<file path="config.mk">
export PLATFORM = sky130hd
export DESIGN_NAME = video_fifo_packer_flat
export DESIGN_NICKNAME = d
export VERILOG_FILES = /design/src/rtl/video_fifo_packer_if.sv /design/src/rtl/video_fifo_packer.sv /design/src/flat_wrapper.sv
export SDC_FILE = /design/constraint.sdc
export NUM_CORES = 1
export LEC_CHECK = 0
export CAP_MARGIN = 20
export CORE_MARGIN = 3
export CORE_UTILIZATION = 25
export CTS_CLUSTER_DIAMETER = 30
export DETAILED_ROUTE_END_ITERATION = 10
export PLACE_DENSITY_LB_ADDON = 0.1
export SETUP_SLACK_MARGIN = 0.5
export SYNTH_ARGS = -nofsm -noshare
export SYNTH_HDL_FRONTEND = slang
export SYNTH_SLANG_ARGS = --single-unit
</file>
<file path="constraint.sdc">
create_clock -name iClk -period 6.2 [get_ports iClk]
set_input_delay 0.93 -clock iClk [delete_from_list [all_inputs] [get_ports iClk]]
set_output_delay 0.93 -clock iClk [all_outputs]
set_load 0.02 [all_outputs]
</file>
<file path="src/rtl/video_fifo_packer_if.sv">
// video_fifo_packer_if: pixel stream, control, FIFO write and status bundle for the packer.
interface video_fifo_packer_if #(
    parameter int DATA_WIDTH        = 32,
    parameter int PIXEL_WIDTH       = 8,
    parameter int FRAME_COUNT_WIDTH = 16,
    parameter int COUNT_WIDTH       = 20
);
    logic [PIXEL_WIDTH-1:0]       iPixel;
    logic                         iPixelValid;
    logic                         iFrameStart;
    logic                         iFrameEnd;
    logic                         iArm;
    logic                         iClearStatus;
    logic                         iFull;
    logic [DATA_WIDTH-1:0]        oData;
    logic                         oWriteEn;
    logic                         oBusy;
    logic [COUNT_WIDTH-1:0]       oWordCount;
    logic [COUNT_WIDTH-1:0]       oDropCount;
    logic                         oOverflow;
    logic [FRAME_COUNT_WIDTH-1:0] oFrameCount;

    modport master (
        input  iPixel, iPixelValid, iFrameStart, iFrameEnd, iArm, iClearStatus, iFull,
        output oData, oWriteEn, oBusy, oWordCount, oDropCount, oOverflow, oFrameCount
    );
    modport slave (
        output iPixel, iPixelValid, iFrameStart, iFrameEnd, iArm, iClearStatus, iFull,
        input  oData, oWriteEn, oBusy, oWordCount, oDropCount, oOverflow, oFrameCount
    );
endinterface

</file>
<file path="src/rtl/video_fifo_packer.sv">
// video_fifo_packer: captures one armed frame, packing pixels MSB-first into FIFO words.
// Define VIDEO_PACKER_HEADER_EN to emit a {8'hA5, 0, frame count} header word per frame.
module video_fifo_packer #(
    parameter int DATA_WIDTH        = 32,
    parameter int PIXEL_WIDTH       = 8,
    parameter int FRAME_COUNT_WIDTH = 16,
    parameter int COUNT_WIDTH       = 20
) (
    input logic                 iClk,
    input logic                 iResetN,
    video_fifo_packer_if.master bus
);
    localparam int PPW = DATA_WIDTH / PIXEL_WIDTH;
    localparam int SLOT_W = PPW > 1 ? $clog2(PPW) : 1;
    localparam logic [SLOT_W-1:0] LAST = SLOT_W'(PPW - 1);

    typedef enum logic [1:0] {IDLE, ARMED, CAPTURE, FLUSH} state_t;

    state_t                       r_state, w_next;
    logic [SLOT_W-1:0]            r_slot;
    logic [DATA_WIDTH-1:0]        r_shift, r_data, w_word, w_emit_data;
    logic                         r_we, r_overflow, w_emit, w_load, w_write, w_drop;
    logic [COUNT_WIDTH-1:0]       r_word_count, r_drop_count;
    logic [FRAME_COUNT_WIDTH-1:0] r_frame_count;

    // Unfilled slots of r_shift are always zero, so a flushed partial word is already padded.
    assign w_word  = r_shift | (DATA_WIDTH'(bus.iPixel) << ((PPW - 1 - int'(r_slot)) * PIXEL_WIDTH));
    assign w_write = w_emit && !bus.iFull;
    assign w_drop  = w_emit && bus.iFull;

`ifdef VIDEO_PACKER_HEADER_EN
    logic [DATA_WIDTH-1:0] w_hdr;
    assign w_hdr = (DATA_WIDTH'(8'hA5) << (DATA_WIDTH - 8)) | DATA_WIDTH'(r_frame_count);
`endif

    always_ff @(posedge iClk) begin
        if (!iResetN) r_state <= IDLE;
        else r_state <= w_next;
    end

    always_comb begin
        w_next      = r_state;
        w_emit      = 1'b0;
        w_emit_data = w_word;
        w_load      = 1'b0;
        case (r_state)
            IDLE: if (bus.iArm) w_next = ARMED;
            ARMED: if (bus.iFrameStart) begin
                w_next = CAPTURE;
`ifdef VIDEO_PACKER_HEADER_EN
                w_emit      = 1'b1;
                w_emit_data = w_hdr;
`endif
            end
            CAPTURE: begin
                w_load = bus.iPixelValid;
                w_emit = bus.iPixelValid && r_slot == LAST;
                if (bus.iFrameEnd) w_next = FLUSH;
            end
            FLUSH: begin
                w_emit      = r_slot != '0;
                w_emit_data = r_shift;
                w_next      = IDLE;
            end
            default: w_next = IDLE;
        endcase
    end

    always_ff @(posedge iClk) begin
        if (!iResetN) begin
            r_slot        <= '0;
            r_shift       <= '0;
            r_data        <= '0;
            r_we          <= 1'b0;
            r_word_count  <= '0;
            r_drop_count  <= '0;
            r_overflow    <= 1'b0;
            r_frame_count <= '0;
        end else begin
            r_we <= w_write;
            if (w_write) begin
                r_data <= w_emit_data;
                if (!(&r_word_count)) r_word_count <= r_word_count + COUNT_WIDTH'(1);
            end
            if (bus.iClearStatus) begin
                r_drop_count <= '0;
                r_overflow   <= 1'b0;
            end else if (w_drop) begin
                r_overflow <= 1'b1;
                if (!(&r_drop_count)) r_drop_count <= r_drop_count + COUNT_WIDTH'(1);
            end
            if (r_state == IDLE && bus.iArm) begin
                r_word_count <= '0;
                r_slot       <= '0;
                r_shift      <= '0;
            end
            if (w_load) begin
                r_slot  <= r_slot == LAST ? '0 : r_slot + SLOT_W'(1);
                r_shift <= r_slot == LAST ? '0 : w_word;
            end
            if (r_state == FLUSH) begin
                r_frame_count <= r_frame_count + FRAME_COUNT_WIDTH'(1);
                r_slot        <= '0;
                r_shift       <= '0;
            end
        end
    end

    assign bus.oData       = r_data;
    assign bus.oWriteEn    = r_we;
    assign bus.oBusy       = r_state != IDLE;
    assign bus.oWordCount  = r_word_count;
    assign bus.oDropCount  = r_drop_count;
    assign bus.oOverflow   = r_overflow;
    assign bus.oFrameCount = r_frame_count;
endmodule
</file>
<file path="src/flat_wrapper.sv">
// flat-port wrapper written by rule: the top's interface ports become plain ports
module video_fifo_packer_flat 
#(
    parameter int DATA_WIDTH        = 32,
    parameter int PIXEL_WIDTH       = 8,
    parameter int FRAME_COUNT_WIDTH = 16,
    parameter int COUNT_WIDTH       = 20
)
  (iClk, iResetN, bus_iPixel, bus_iPixelValid, bus_iFrameStart, bus_iFrameEnd, bus_iArm, bus_iClearStatus, bus_iFull, bus_oData, bus_oWriteEn, bus_oBusy, bus_oWordCount, bus_oDropCount, bus_oOverflow, bus_oFrameCount);
  video_fifo_packer_if #(.DATA_WIDTH(DATA_WIDTH), .PIXEL_WIDTH(PIXEL_WIDTH), .FRAME_COUNT_WIDTH(FRAME_COUNT_WIDTH), .COUNT_WIDTH(COUNT_WIDTH)) bus_i ();
  input logic iClk;
  input logic iResetN;
  input wire logic [$bits(bus_i.iPixel)-1:0] bus_iPixel;
  input wire logic [$bits(bus_i.iPixelValid)-1:0] bus_iPixelValid;
  input wire logic [$bits(bus_i.iFrameStart)-1:0] bus_iFrameStart;
  input wire logic [$bits(bus_i.iFrameEnd)-1:0] bus_iFrameEnd;
  input wire logic [$bits(bus_i.iArm)-1:0] bus_iArm;
  input wire logic [$bits(bus_i.iClearStatus)-1:0] bus_iClearStatus;
  input wire logic [$bits(bus_i.iFull)-1:0] bus_iFull;
  output wire logic [$bits(bus_i.oData)-1:0] bus_oData;
  output wire logic [$bits(bus_i.oWriteEn)-1:0] bus_oWriteEn;
  output wire logic [$bits(bus_i.oBusy)-1:0] bus_oBusy;
  output wire logic [$bits(bus_i.oWordCount)-1:0] bus_oWordCount;
  output wire logic [$bits(bus_i.oDropCount)-1:0] bus_oDropCount;
  output wire logic [$bits(bus_i.oOverflow)-1:0] bus_oOverflow;
  output wire logic [$bits(bus_i.oFrameCount)-1:0] bus_oFrameCount;
  assign bus_i.iPixel = bus_iPixel;
  assign bus_i.iPixelValid = bus_iPixelValid;
  assign bus_i.iFrameStart = bus_iFrameStart;
  assign bus_i.iFrameEnd = bus_iFrameEnd;
  assign bus_i.iArm = bus_iArm;
  assign bus_i.iClearStatus = bus_iClearStatus;
  assign bus_i.iFull = bus_iFull;
  assign bus_oData = bus_i.oData;
  assign bus_oWriteEn = bus_i.oWriteEn;
  assign bus_oBusy = bus_i.oBusy;
  assign bus_oWordCount = bus_i.oWordCount;
  assign bus_oDropCount = bus_i.oDropCount;
  assign bus_oOverflow = bus_i.oOverflow;
  assign bus_oFrameCount = bus_i.oFrameCount;
  video_fifo_packer #(.DATA_WIDTH(DATA_WIDTH), .PIXEL_WIDTH(PIXEL_WIDTH), .FRAME_COUNT_WIDTH(FRAME_COUNT_WIDTH), .COUNT_WIDTH(COUNT_WIDTH)) u_core (.iClk(iClk), .iResetN(iResetN), .bus(bus_i));
endmodule
</file>
* Yosys cells after proc, flatten, opt, wreduce, memory -nomap -nowiden
Cells that the tools add are included.
** Cells by class
- Multiplexer cells :: 13
- Reductions and logical operators :: 17
- Bitwise operators :: 4
- Equality and inequality tests :: 7
- Shifts and indexed selects :: 1
- Add/sub/neg operators :: 5
** Operators by type and width (count)
- $mux W32 :: 4
- $add A20 B1 Y20 const B :: 2
- $reduce_and A20 Y1 :: 2
- $or A32 B32 Y32 :: 1
- $shl A8 B32 Y32 :: 1
- $add A16 B1 Y16 const B :: 1
- $mux W2 :: 6
- $pmux W2 S4 :: 1
- $eq A2 B2 Y1 const B :: 3
- $ne A2 B2 Y1 const B :: 3
- $reduce_bool A2 Y1 :: 3
- $reduce_or A2 Y1 :: 3
- $logic_and A1 B1 Y1 :: 4
- $reduce_and A2 Y1 :: 2
- $not A1 Y1 :: 3
- $reduce_and A3 Y1 :: 1
- $sub A2 B2 Y3 const A :: 1
- $add A2 B1 Y2 const B :: 1
- $eq A2 B1 Y1 const B :: 1
- $logic_not A2 Y1 :: 1
- $pmux W1 S2 :: 1
- $logic_not A1 Y1 :: 1
- $mux W1 :: 1
** Word-level totals
- Word-level logic and storage cells :: 56
- Flip-flop bits (word level) :: 126
- Bits of input ports :: 16
- Output and inout port bits :: 91

* Depth between registers and ports, before layout
Gate-level depths: netlist (run 1).
- Depth after elaboration :: 5
- Gate-level depth with buffers :: 8
- Mapped depth without buffers :: 7

* Least setup slack after synthesis (run 1)
OpenSTA, ideal clock, no wires.
- Path kind :: input to register
- From :: input port bus_iFull
- To :: register u_core.r_word_count[6], in the netlist u_core.bus.oWordCount[6]
- Stages on the path :: 5
- Slack :: 4051 ps
- Required time :: 6084 ps
- Path buffers :: 0
- Setup time :: 116 ps
- Arrival :: 2033 ps
- Path through :: nor3b_1 -> nor2_1 -> a211oi_1 -> a21oi_1 -> a31o_2
** On the way
- Word-level cells in the longest chain between the ends :: 3
** RTL lines
- from (decl) :: RTL line flat_wrapper.sv:19 : input wire logic [$bits(bus_i.iFull)-1:0] bus_iFull;
- $logic_not A1 Y1 :: RTL line video_fifo_packer.sv:28 : assign w_write = w_emit && !bus.iFull;
- $logic_and A1 B1 Y1 :: RTL line video_fifo_packer.sv:28
- $reduce_and A2 Y1 (no line)
- to (signal assigned) :: RTL line video_fifo_packer.sv:83 : if (!(&r_word_count)) r_word_count <= r_word_count + COUNT_WIDTH'(1);
- to (decl) :: RTL line video_fifo_packer.sv:23 : logic [COUNT_WIDTH-1:0] r_word_count, r_drop_count;
Every way passes these cells.
A chain may end at the register's enable or synchronous reset.

* Worst setup path after layout (run 1)
- From :: register u_core.r_state[0]
- To :: output port bus_oBusy
** On the way
- Word-level cells in the longest chain between the ends :: 1
** RTL lines
- from (decl) :: RTL line video_fifo_packer.sv:19 : state_t r_state, w_next;
- from (signal assigned) :: RTL line video_fifo_packer.sv:38 : else r_state <= w_next;
- $reduce_bool A2 Y1 :: RTL line video_fifo_packer.sv:111 : assign bus.oBusy = r_state != IDLE;
- to (decl) :: RTL line flat_wrapper.sv:22 : output wire logic [$bits(bus_i.oBusy)-1:0] bus_oBusy;
Every way passes these cells.

==> results of run 1 <==
power groups by stage:
stage	clock network (mW)	logic (mW)	registers, mW
after global routing	1.03	0.241	0.838
after CTS	0.990	0.218	0.837
after floorplan	0	0.142	0.854
final	0.958	0.215	0.837
after detailed placement	0	0.218	0.854
after global placement	0	0.212	0.853
logic make-up (layout without fill, tap and decap cells):
family                     count (synthesis)  after routing  share of synthesized area [%]
and+or+nand+nor                          222            222                          21.25
AOI/OAI and AO/OA                        174            174                          18.67
DFF                                      126            126                          47.65
buffers and inverters                     41            152                          2.978
xor gates and xnor gates                  36             36                          5.956
adders and majority gates                 10             10                          2.364
muxes                                      6              6                          1.135
how the worst max path moves through the flow:
stage,depth (start not counted),end,start,slack [ns]
after floorplan,5,u_core.bus.oWordCount[6],bus_iFull,4.05
after global placement,6,u_core.bus.oWordCount[2],bus_iFull,2.95
after detailed placement,6,u_core.bus.oWordCount[2],bus_iFull,2.91
after CTS,6,u_core.bus.oWordCount[2],u_core.r_state[0],3.32
after global routing,4,bus_oBusy,u_core.r_state[1],3.34
final,4,bus_oBusy,u_core.r_state[0],3.42
metrics by stage:
| step | std cells | setup slack, ns | util (%) |
|---|---|---|---|
| after global placement | 963 | 2.945 | 32.12 |
| after detailed placement | 963 | 2.906 | 32.12 |
| after CTS | 995 | 3.322 | 34.91 |
| after floorplan | 615 | 4.051 | - |
| after global routing | 996 | 3.339 | 35.01 |
| final | 996 | 3.421 | 35.01 |
routing by layer:
metal / global-route usage, % / share of wire, % / wire length, um / up-vias
li1: - / - / - / 2381
met1: 16.90 / 48 / 7082 / 2194
met2: 21.40 / 48 / 7142 / 79
met3: 3.896 / 3.4 / 507 / 8
met4: 3.998 / 0.78 / 116 / 0
met5: 0 / 0 / 0 / -
cells in the final DEF, fill, tap and decap left out, types with 2 or more instances in the layout:
cell             instances
a21oi_1                105
nand3_1                 22
clkdlybuf4s50_1        105
inv_6                    3
nor3_1                   9
or3_1                    3
and2_1                  17
clkinvlp_4               2
xnor2_1                 26
and4_1                   4
a21oi_2                  2
and3_1                   9
nand4_1                 15
nand2_1                 31
inv_1                   12
nand2b_1                 5
clkbuf_16               17
mux2i_1                  6
dfxtp_1                126
a211oi_1                 8
nor2_1                  80
o21ai_0                 36
clkinv_4                 6
nor2b_1                  6
nor4_1                   7
a31o_2                   3
xor2_1                  10
a31oi_1                  5
clkinv_2                 2
ha_1                    10
or2_2                    4
layout make-up:
cell class | count | area [um^2]
fillers | 2123 | 13320
multi-input cells | 448 | 2614
flip-flops and latches | 126 | 2522
repair buffers | 108 | 1084
clock buffers | 18 | 439.2
well taps | 270 | 337.8
clock inverters | 14 | 133.9
inverters | 12 | 45.04
worst register-to-register path, cell delays in order (launching register included):
cell	delay, ns
dfxtp_1	0.38
ha_1	0.59
nor3b_1	0.44
nor2_1	0.16
a211oi_1	0.46
a21oi_1	0.13
a31o_2	0.22
flip-flops by register name, summed over array words and instances (netlist names):
register                flops
u_core.bus.oFrameCount     16
u_core.bus.oData           32
u_core.r_slot               2
u_core.bus.oWriteEn         1
u_core.r_shift             32
u_core.r_state              2
u_core.bus.oOverflow        1
u_core.bus.oDropCount      20
u_core.bus.oWordCount      20
==> results.md, run 1 <==
- Status: completed
- Final Hold Slack: 0.4542 ns
- RR Endpoint: u_core.bus.oWordCount[6]
- R2R setup slack: 3.72 ns
- Cell family with most CP delay: buffers and inverters
- Postcts setup bufs: 0
- CTS buffer count: 17
- Power Density: 279.9 mW/mm^2
- DR vias/cell: 4.681
- Most common library cells after synthesis: 126 x dfxtp_1, 105 x a21oi_1, 80 x nor2_1
- Initial DRC count: 208
- Share of post-route cells with drive strength above 1: 7.300%
- Unrepaired setup endpoints after global routing: false
- #FFs+latches synth: 126
- GRT Util Overall: 13.16%
- Kind of critical path: reg -> out
- Reg power frac: 41.6%
- Initial antenna violation count: 0
- Hold_sp: u_core.bus.oOverflow
- Sequential area share after synthesis: 47.65%
- Buf+Inv Stages, Crit Path: 3
- Reg2reg path depth: 6
- Post-route cell area: 0.007176 mm^2
- Clock root buffer: clkbuf_16
- Port-buffer cells: 106
- Antenna viol nets, final: 0
- Worst setup EP type: output pin
- Tightest Hold Check Type: reg -> reg
- Hold Vio Cnt, Final: 0
- Largest net degree at the start of global routing: 68
- Vias: 4662
- # diodes: 0
- CTS H-Tree Depth: 4
- Max clock buf depth: 2
- # DRC: 0
- Slowest cell on the critical path: clkdlybuf4s50_1
- MaxCap Viol Count: 0
- Clock network fraction of total power: 47.7%
- Worst Path Arrival: 1.85 ns
- Startpoint types: flop
- Slew Limit Fails: 0
- Top-area cell type share of the netlist area: 47.65%
- EDFF count, synth: 0
- Top cells by area, synth: dfxtp_1 48%, a21oi_1 9.9%, nor2_1 5.7%
- Final Critical Period: 2.779 ns
- CP max stage delay: 0.61 ns
- Crit Path Max Fanout: 4
- Layout Skew: 0.009519 ns
- Synth async-reset ratio: 0%
- Hold path cells: 2
- Routability congestion estimate: 0.7434
- WP data required: 5.27 ns
- Critical path, cell by cell: inv_1 > ha_1 > inv_1 > clkdlybuf4s50_1
- CTS resizes: 0
- Peak supply drop: 171.4 uV
- Most common cell in the netlist: dfxtp_1
- Yosys cell types: 53
- Static Leakage: 2.498 nW
- Hold-fix buffers at CTS: 0
- Full die area: 0.02296 mm^2
- Main synth FF type: dfxtp_1
- Worst Hold Path EP: u_core.bus.oOverflow
- Synthesis-to-layout area growth: 35.55%
- Synth warnings: 0
- Comb pwr share: 10.7%
- FMAX: 359.8 MHz
- Worst flop-to-flop path startpoint: u_core.r_state[0]
- Net Sw Frac: 27.16%
- Std-Cell Rows: 52
- Clk slew on worst S/H paths: 0.06 ns
- Drt wl/cell: 14.91 um
- DPL Wire Length: 10.36 mm
- # IOs: 107
- Die width: 151.5 um
- Net count after synthesis: 641
- Most frequent CP cell: inv_1
- Net switching power: 545.7 uW
- Drt total wl: 14.85 mm
- Fin crit share: 44.83%
- CTS Sinks: 126
- First-pass GRT wire length: 23.59 mm
- 1st-pass router iterations: 5
- Number of global-route vias before repair: 4522
- Core area: 0.02049 mm^2
- Yosys top cell by area: dfxtp_1
- CTS tree: built
- TNS Setup: 0 ns
- Nets: 739
- Pint: 1.463 mW
- Placement Cell Area: 0.006583 mm^2
- GR Overflow Total: 0
- Synth Area per Inst: 8.608 um^2
- Worst skew pair latency: 0.41 ns
- Slew headroom: 37.67%
- Worst-margin pin slew: 0.9279 ns
- Final setup viols: 0
- Post-layout power: 2.009 mW
- Initial core utilization: 25.83%
- Cell count after synthesis: 615
- Cell Area, Synth: 0.005294 mm^2
- Die height: 151.5 um
Note: power is estimated with default switching activity, not from simulation.
==> run 2: changes to the inputs <==
clock period = 2.5 ns   (was 6.2 ns; I/O delays follow)
==> results.md, run 2 (synthesis results as in run 1) <==
- Tightest Hold Check Type: reg -> reg
- Slowest cell on the critical path: clkdlybuf4s50_1
- Initial antenna violation count: 0 (unchanged)
- CTS H-Tree Depth: 4 (unchanged)
- Commonest cells after routing, fill and taps aside: 120 x dfxtp_1, 105 x a21oi_1, 105 x clkdlybuf4s50_1, 80 x nor2_1, 31 x nand2_1
- Largest net degree at the start of global routing: 66 (-2.9%)
- DPL Wire Length: 10.40 mm (+0.45%)
- GR Overflow Total: 0 (unchanged)
- Initial core utilization: 25.83% (unchanged)
- Met2 usage: 21.52% (+0.11 points)
- Final Hold Slack: 0.4676 ns (+0.01338 ns)
- CTS Sinks: 126 (unchanged)
- Clock root buffer: clkbuf_16
- Drt wl/cell: 15.02 um (+0.75%)
- Clk slew on worst S/H paths: 0.06 ns (about the same)
- Power Density: 679.9 mW/mm^2 (+140%)
- Slew headroom: 39.15% (+1.5 points)
- Peak supply drop: 440.7 uV (+160%)
- Buf+Inv Stages, Crit Path: 1 (-2)
- Worst Path Arrival: 1.56 ns (-0.29 ns)
- Drt total wl: 15.28 mm (+2.9%)
- Fin crit share: 77.23%
- Slew Limit Fails: 0 (unchanged)
- Static Leakage: 2.640 nW (+5.7%)
- GRT Util Overall: 13.24% (+0.078 points)
- Initial DRC count: 198 (-4.8%)
- Number of global-route vias before repair: 4627 (+2.3%)
- DR vias/cell: 4.668 (-0.28%)
- Port-buffer cells: 106 (unchanged)
- First-pass GRT wire length: 23.88 mm (+1.2%)
- MaxCap Viol Count: 0 (unchanged)
- Hold Vio Cnt, Final: 0 (unchanged)
- Startpoint types: flop
- Synthesis-to-layout area growth: 42.73%
- Kind of critical path: reg -> out
- Most common cell after layout, fill and taps aside: dfxtp_1
- WP data required: 2.12 ns (-3.15 ns)
- Routability congestion estimate: 0.7866 (+5.8%)
- Worst skew pair latency: 0.42 ns (about the same)
- Layout Utilization: 36.87% (+1.9 points)
- # IOs: 107 (unchanged)
- Final Critical Period: 1.931 ns
- Worst-margin pin slew: 0.9058 ns (-0.02211 ns)
- FMAX: 517.9 MHz
- Final setup viols: 0 (unchanged)
- Core area: 0.02049 mm^2 (unchanged)
- Most Crowded Layer GR: met2
- Post-layout power: 5.138 mW (+160%)
- 1st-pass router iterations: 4 (-1)
- Std-Cell Rows: 52 (unchanged)
- Storage cell area: 0.002532 mm^2 (+0.40%)
- TNS Setup: 0 ns (unchanged)
- Critical path, cell by cell: clkdlybuf4s50_1
- Vias: 4747 (+1.8%)
- GR Util met3: 4.105% (+0.21 points)
- # DRC: 0 (unchanged)
- Dpl ws: 0.1940 ns (-2.712 ns)
- Share of post-route cells with drive strength above 1: 13.12% (+5.8 points)
- Multi-input gate area: 0.002783 mm^2 (+6.5%)
- GR Layer Usage met1: 16.80% (-0.10 points)
- CP max stage delay: 0.66 ns (+0.05 ns)
- Worst setup EP type: output pin
- Cell family with most CP delay: buffers and inverters
- Hold-fix buffers at CTS: 0 (unchanged)
- Die width: 151.5 um (unchanged)
- Nets: 760 (+2.8%)
- # diodes: 0 (unchanged)
- Unrepaired setup endpoints after global routing: true
- CTS tree: built
- Antenna viol nets, final: 0 (unchanged)
- Full die area: 0.02296 mm^2 (unchanged)
- Setup ws final: 0.5693 ns (-2.851 ns)
- Die height: 151.5 um (unchanged)
- Crit Path Max Fanout: 7 (+3)
- Fillers: 2150 (+1.3%)
- Status: completed
- Layout Skew: 0.007566 ns (-0.001953 ns)
- CTS buffer count: 17 (unchanged)
- Max clock buf depth: 2 (unchanged)
## run 2: per-layer routing
metal / vias to the layer above / wire, um / share of wire, %
li1: 2412 / - / -
met1: 2234 / 7101 / 46
met2: 84 / 7319 / 48
met3: 17 / 612 / 4.0
met4: 0 / 242 / 1.6
met5: - / 0 / 0
## run 2: area by class of cell
type,instances,area share (%)
clock buffers,18,5.812
clock inverters,14,2.070
inverters,12,0.5961
multi-input cells,448,36.83
flip-flops and latches,126,33.52
well taps,270,4.471
repair buffers,129,16.71
## run 2: final timing paths
check                            startpoint                        to  slack [ns]  cells after the start
setup / recovery  u_core.bus.oDropCount[10]        bus_oDropCount[10]        0.57                      1
hold / removal           u_core.r_shift[28]        u_core.r_shift[28]        0.47                      2
setup reg to reg          u_core.r_state[0]  u_core.bus.oDropCount[6]        0.58                      7
hold reg to reg          u_core.r_shift[28]        u_core.r_shift[28]        0.47                      2
## run 2: power breakdown
part / total, mW / switching, mW / internal, mW
clock network: 2.50 / 0.986 / 1.51
logic: 0.551 / 0.357 / 0.194
registers: 2.09 / 0.0438 / 2.05
total: 5.14 / 1.39 / 3.75
## run 2: through the flow
step                      cell area (um^2)  std cells
after floorplan                       5294        615
after global placement                6713        978
after detailed placement              6713        978
after CTS                             7365       1011
after global routing                  7556       1017
final                                 7556       1017
## run 2: what timing repair did
action | 4_1_cts | 5_1_grt
endpoints found under the setup margin | 40 | 72
buffers inserted | 1 | 5
gates resized for setup | 12 | 41
pin swaps | 0 | 5
gates cloned | 0 | 1
==> run 3: changes to the inputs <==
clock period = 1.8 ns   (was 2.5 ns; I/O delays follow)
==> results.md, run 3 (synthesis results as in run 1) <==
- Status: completed
- Hold path cells: 3 (+1)
- DR vias/cell: 4.773 (+2.2%)
- Final Critical Period: 1.736 ns
- Fillers: 1952 (-9.2%)
- Max clock buf depth: 2 (unchanged)
- Storage cell area: 0.002644 mm^2 (+4.4%)
- Post-route cell area: 0.009393 mm^2 (+24%)
- Worst-margin pin slew: 0.6168 ns (-0.2890 ns)
- Startpoint types: flop
- Nets: 838 (+10%)
- GRT Util Overall: 14.10% (+0.86 points)
- Reg2reg path depth: 8 (+1)
- Most Crowded Layer GR: met2
- Placed cell count: 1014 (+3.7%)
- Crit Path Max Fanout: 8 (+1)
- CTS H-Tree Depth: 4 (unchanged)
- Die width: 151.5 um (unchanged)
- Placement Cell Area: 0.007535 mm^2 (+12%)
- # diodes: 0 (unchanged)
- Hold Vio Cnt, Final: 0 (unchanged)
- Met2 usage: 22.81% (+1.3 points)
- Die height: 151.5 um (unchanged)
- WP data required: 2.11 ns (about the same)
- TNS Setup: 0 ns (unchanged)
- CP max stage delay: 0.36 ns (-0.30 ns)
- First-pass GRT wire length: 25.56 mm (+7.1%)
- Slew headroom: 58.88% (+20 points)
- Slowest cell on the critical path: dfxtp_4
- # IOs: 107 (unchanged)
- Antenna viol nets, final: 0 (unchanged)
- Static Leakage: 3.491 nW (+32%)
- Clk slew on worst S/H paths: 0.06 ns (about the same)
- Initial antenna violation count: 0 (unchanged)
- Crit. Startpoint: u_core.r_state[0]
- Drt total wl: 17.50 mm (+15%)
- Drt wl/cell: 15.98 um (+6.4%)
- GR Layer Usage met1: 18.58% (+1.8 points)
- Worst Path Arrival: 2.04 ns (+0.48 ns)
- Layout Skew: 0.01114 ns (+0.003577 ns)
- DPL Wire Length: 11.17 mm (+7.4%)
- Critical path, cell by cell: inv_4 > ha_4 > and4b_2 > buf_12 > nor2_4 > a21oi_4 > a31oi_1 > a41o_1
- Slew Limit Fails: 0 (unchanged)
- Power Density: 853.5 mW/mm^2 (+26%)
- Full die area: 0.02296 mm^2 (unchanged)
- Commonest cells after routing, fill and taps aside: 73 x buf_2, 71 x dfxtp_1, 58 x buf_4, 55 x a21oi_1
- R2R setup slack: 0.06 ns (-0.52 ns)
- Port-buffer cells: 106 (unchanged)
- Most common cell after layout, fill and taps aside: buf_2
- Initial core utilization: 25.83% (unchanged)
- Core area: 0.02049 mm^2 (unchanged)
- Clock root buffer: clkbuf_16
- MaxCap Viol Count: 0 (unchanged)
- GR Util met3: 3.361% (-0.74 points)
- Post-layout power: 8.017 mW (+56%)
- CTS tree: built
- Largest net degree at the start of global routing: 39 (-41%)
- Setup ws final: 0.06387 ns (-0.5054 ns)
- Unrepaired setup endpoints after global routing: true
- Routability congestion estimate: 0.7709 (-2.0%)
- # DRC: 0 (unchanged)
- Worst Hold Path EP: u_core.r_state[0]
- Std-Cell Rows: 52 (unchanged)
- Final Hold Slack: 0.2249 ns (-0.2427 ns)
- Initial DRC count: 210 (+6.1%)
- Hold_sp: iResetN
- Worst flop-to-flop path startpoint: u_core.r_state[0]
- Layout Utilization: 45.83% (+9.0 points)
- Final cell count without fillers: 1095 (+7.7%)
- CTS buffer count: 17 (unchanged)
- Vias: 5226 (+10%)
- Worst skew pair latency: 0.42 ns (about the same)
- Final setup viols: 0 (unchanged)
- Kind of critical path: reg -> reg
- FMAX: 576.0 MHz
- Worst setup EP type: flop
- Fin crit share: 96.45%
- Share of post-route cells with drive strength above 1: 59.03% (+46 points)
- CTS Sinks: 126 (unchanged)
- 1st-pass router iterations: 4 (unchanged)
- Dpl ws: -0.2530 ns (-0.4470 ns)
- Synthesis-to-layout area growth: 77.43%
- RR Endpoint: u_core.bus.oWordCount[5]
- GR Overflow Total: 0 (unchanged)
- Hold-fix buffers at CTS: 0 (unchanged)
- Tightest Hold Check Type: in -> reg
- Peak supply drop: 695.9 uV (+58%)
- Multi-input gate area: 0.003899 mm^2 (+40%)
- Number of global-route vias before repair: 4972 (+7.5%)
run 3: changes by cell type in the layout (fill, tap and decap cells not counted), sizes merged:
cell           before  now
buf                22  186
clkbuf             20   23
clkdlybuf4s15       0    1
clkdlybuf4s50     105   14
clkinv              3    1
clkinvlp            4    1
inv                17   23
run 3: routing by layer:
layer | part of all wire, % | up-vias
li1 | - | 2593
met1 | 46 | 2503
met2 | 49 | 112
met3 | 4.2 | 18
met4 | 1.4 | 0
met5 | 0 | -
run 3: critical path, delay by kind of cell, from the launching register on:
family	cells	cell delay, ns
compound gates	3	0.59
buf+inv	2	0.18
flops	1	0.36
simple gates	2	0.34
fa+ha+maj	1	0.15
run 3: cell type report:
cell class / instances / share of cell area, %
clock inverters: 15 / 1.825
multi-input cells: 448 / 41.51
inverters: 12 / 0.5595
clock buffers: 17 / 4.529
repair buffers: 207 / 19.83
well taps: 270 / 3.597
flip-flops and latches: 126 / 28.15
run 3: how the worst max path moves through the flow:
| stage | to | depth (start not counted) | slack (ns) |
|---|---|---|---|
| finish | u_core.bus.oWordCount[5] | 8 | 0.06 |
| global route | u_core.bus.oDropCount[14] | 8 | -0.05 |
| CTS | u_core.bus.oDropCount[14] | 8 | 0.04 |
| detailed placement | u_core.bus.oDropCount[14] | 6 | -0.25 |
| global placement | u_core.bus.oWordCount[16] | 8 | -0.21 |
| floorplan | u_core.bus.oDropCount[11] | 5 | 0.09 |
run 3: report_power, final:
group          switching, mW  leakage, nW  internal (mW)
combinational          0.873         2.15          0.727
sequential            0.0697         1.05           2.83
clock                   1.43        0.295           2.09
total                   2.37         3.49           5.64
run 3: what timing repair did:
item	4_1_cts	5_1_grt
gates resized for setup	422	211
setup endpoints to repair	212	145
pin swaps	32	65
gates cloned	2	7
setup buffers	25	15
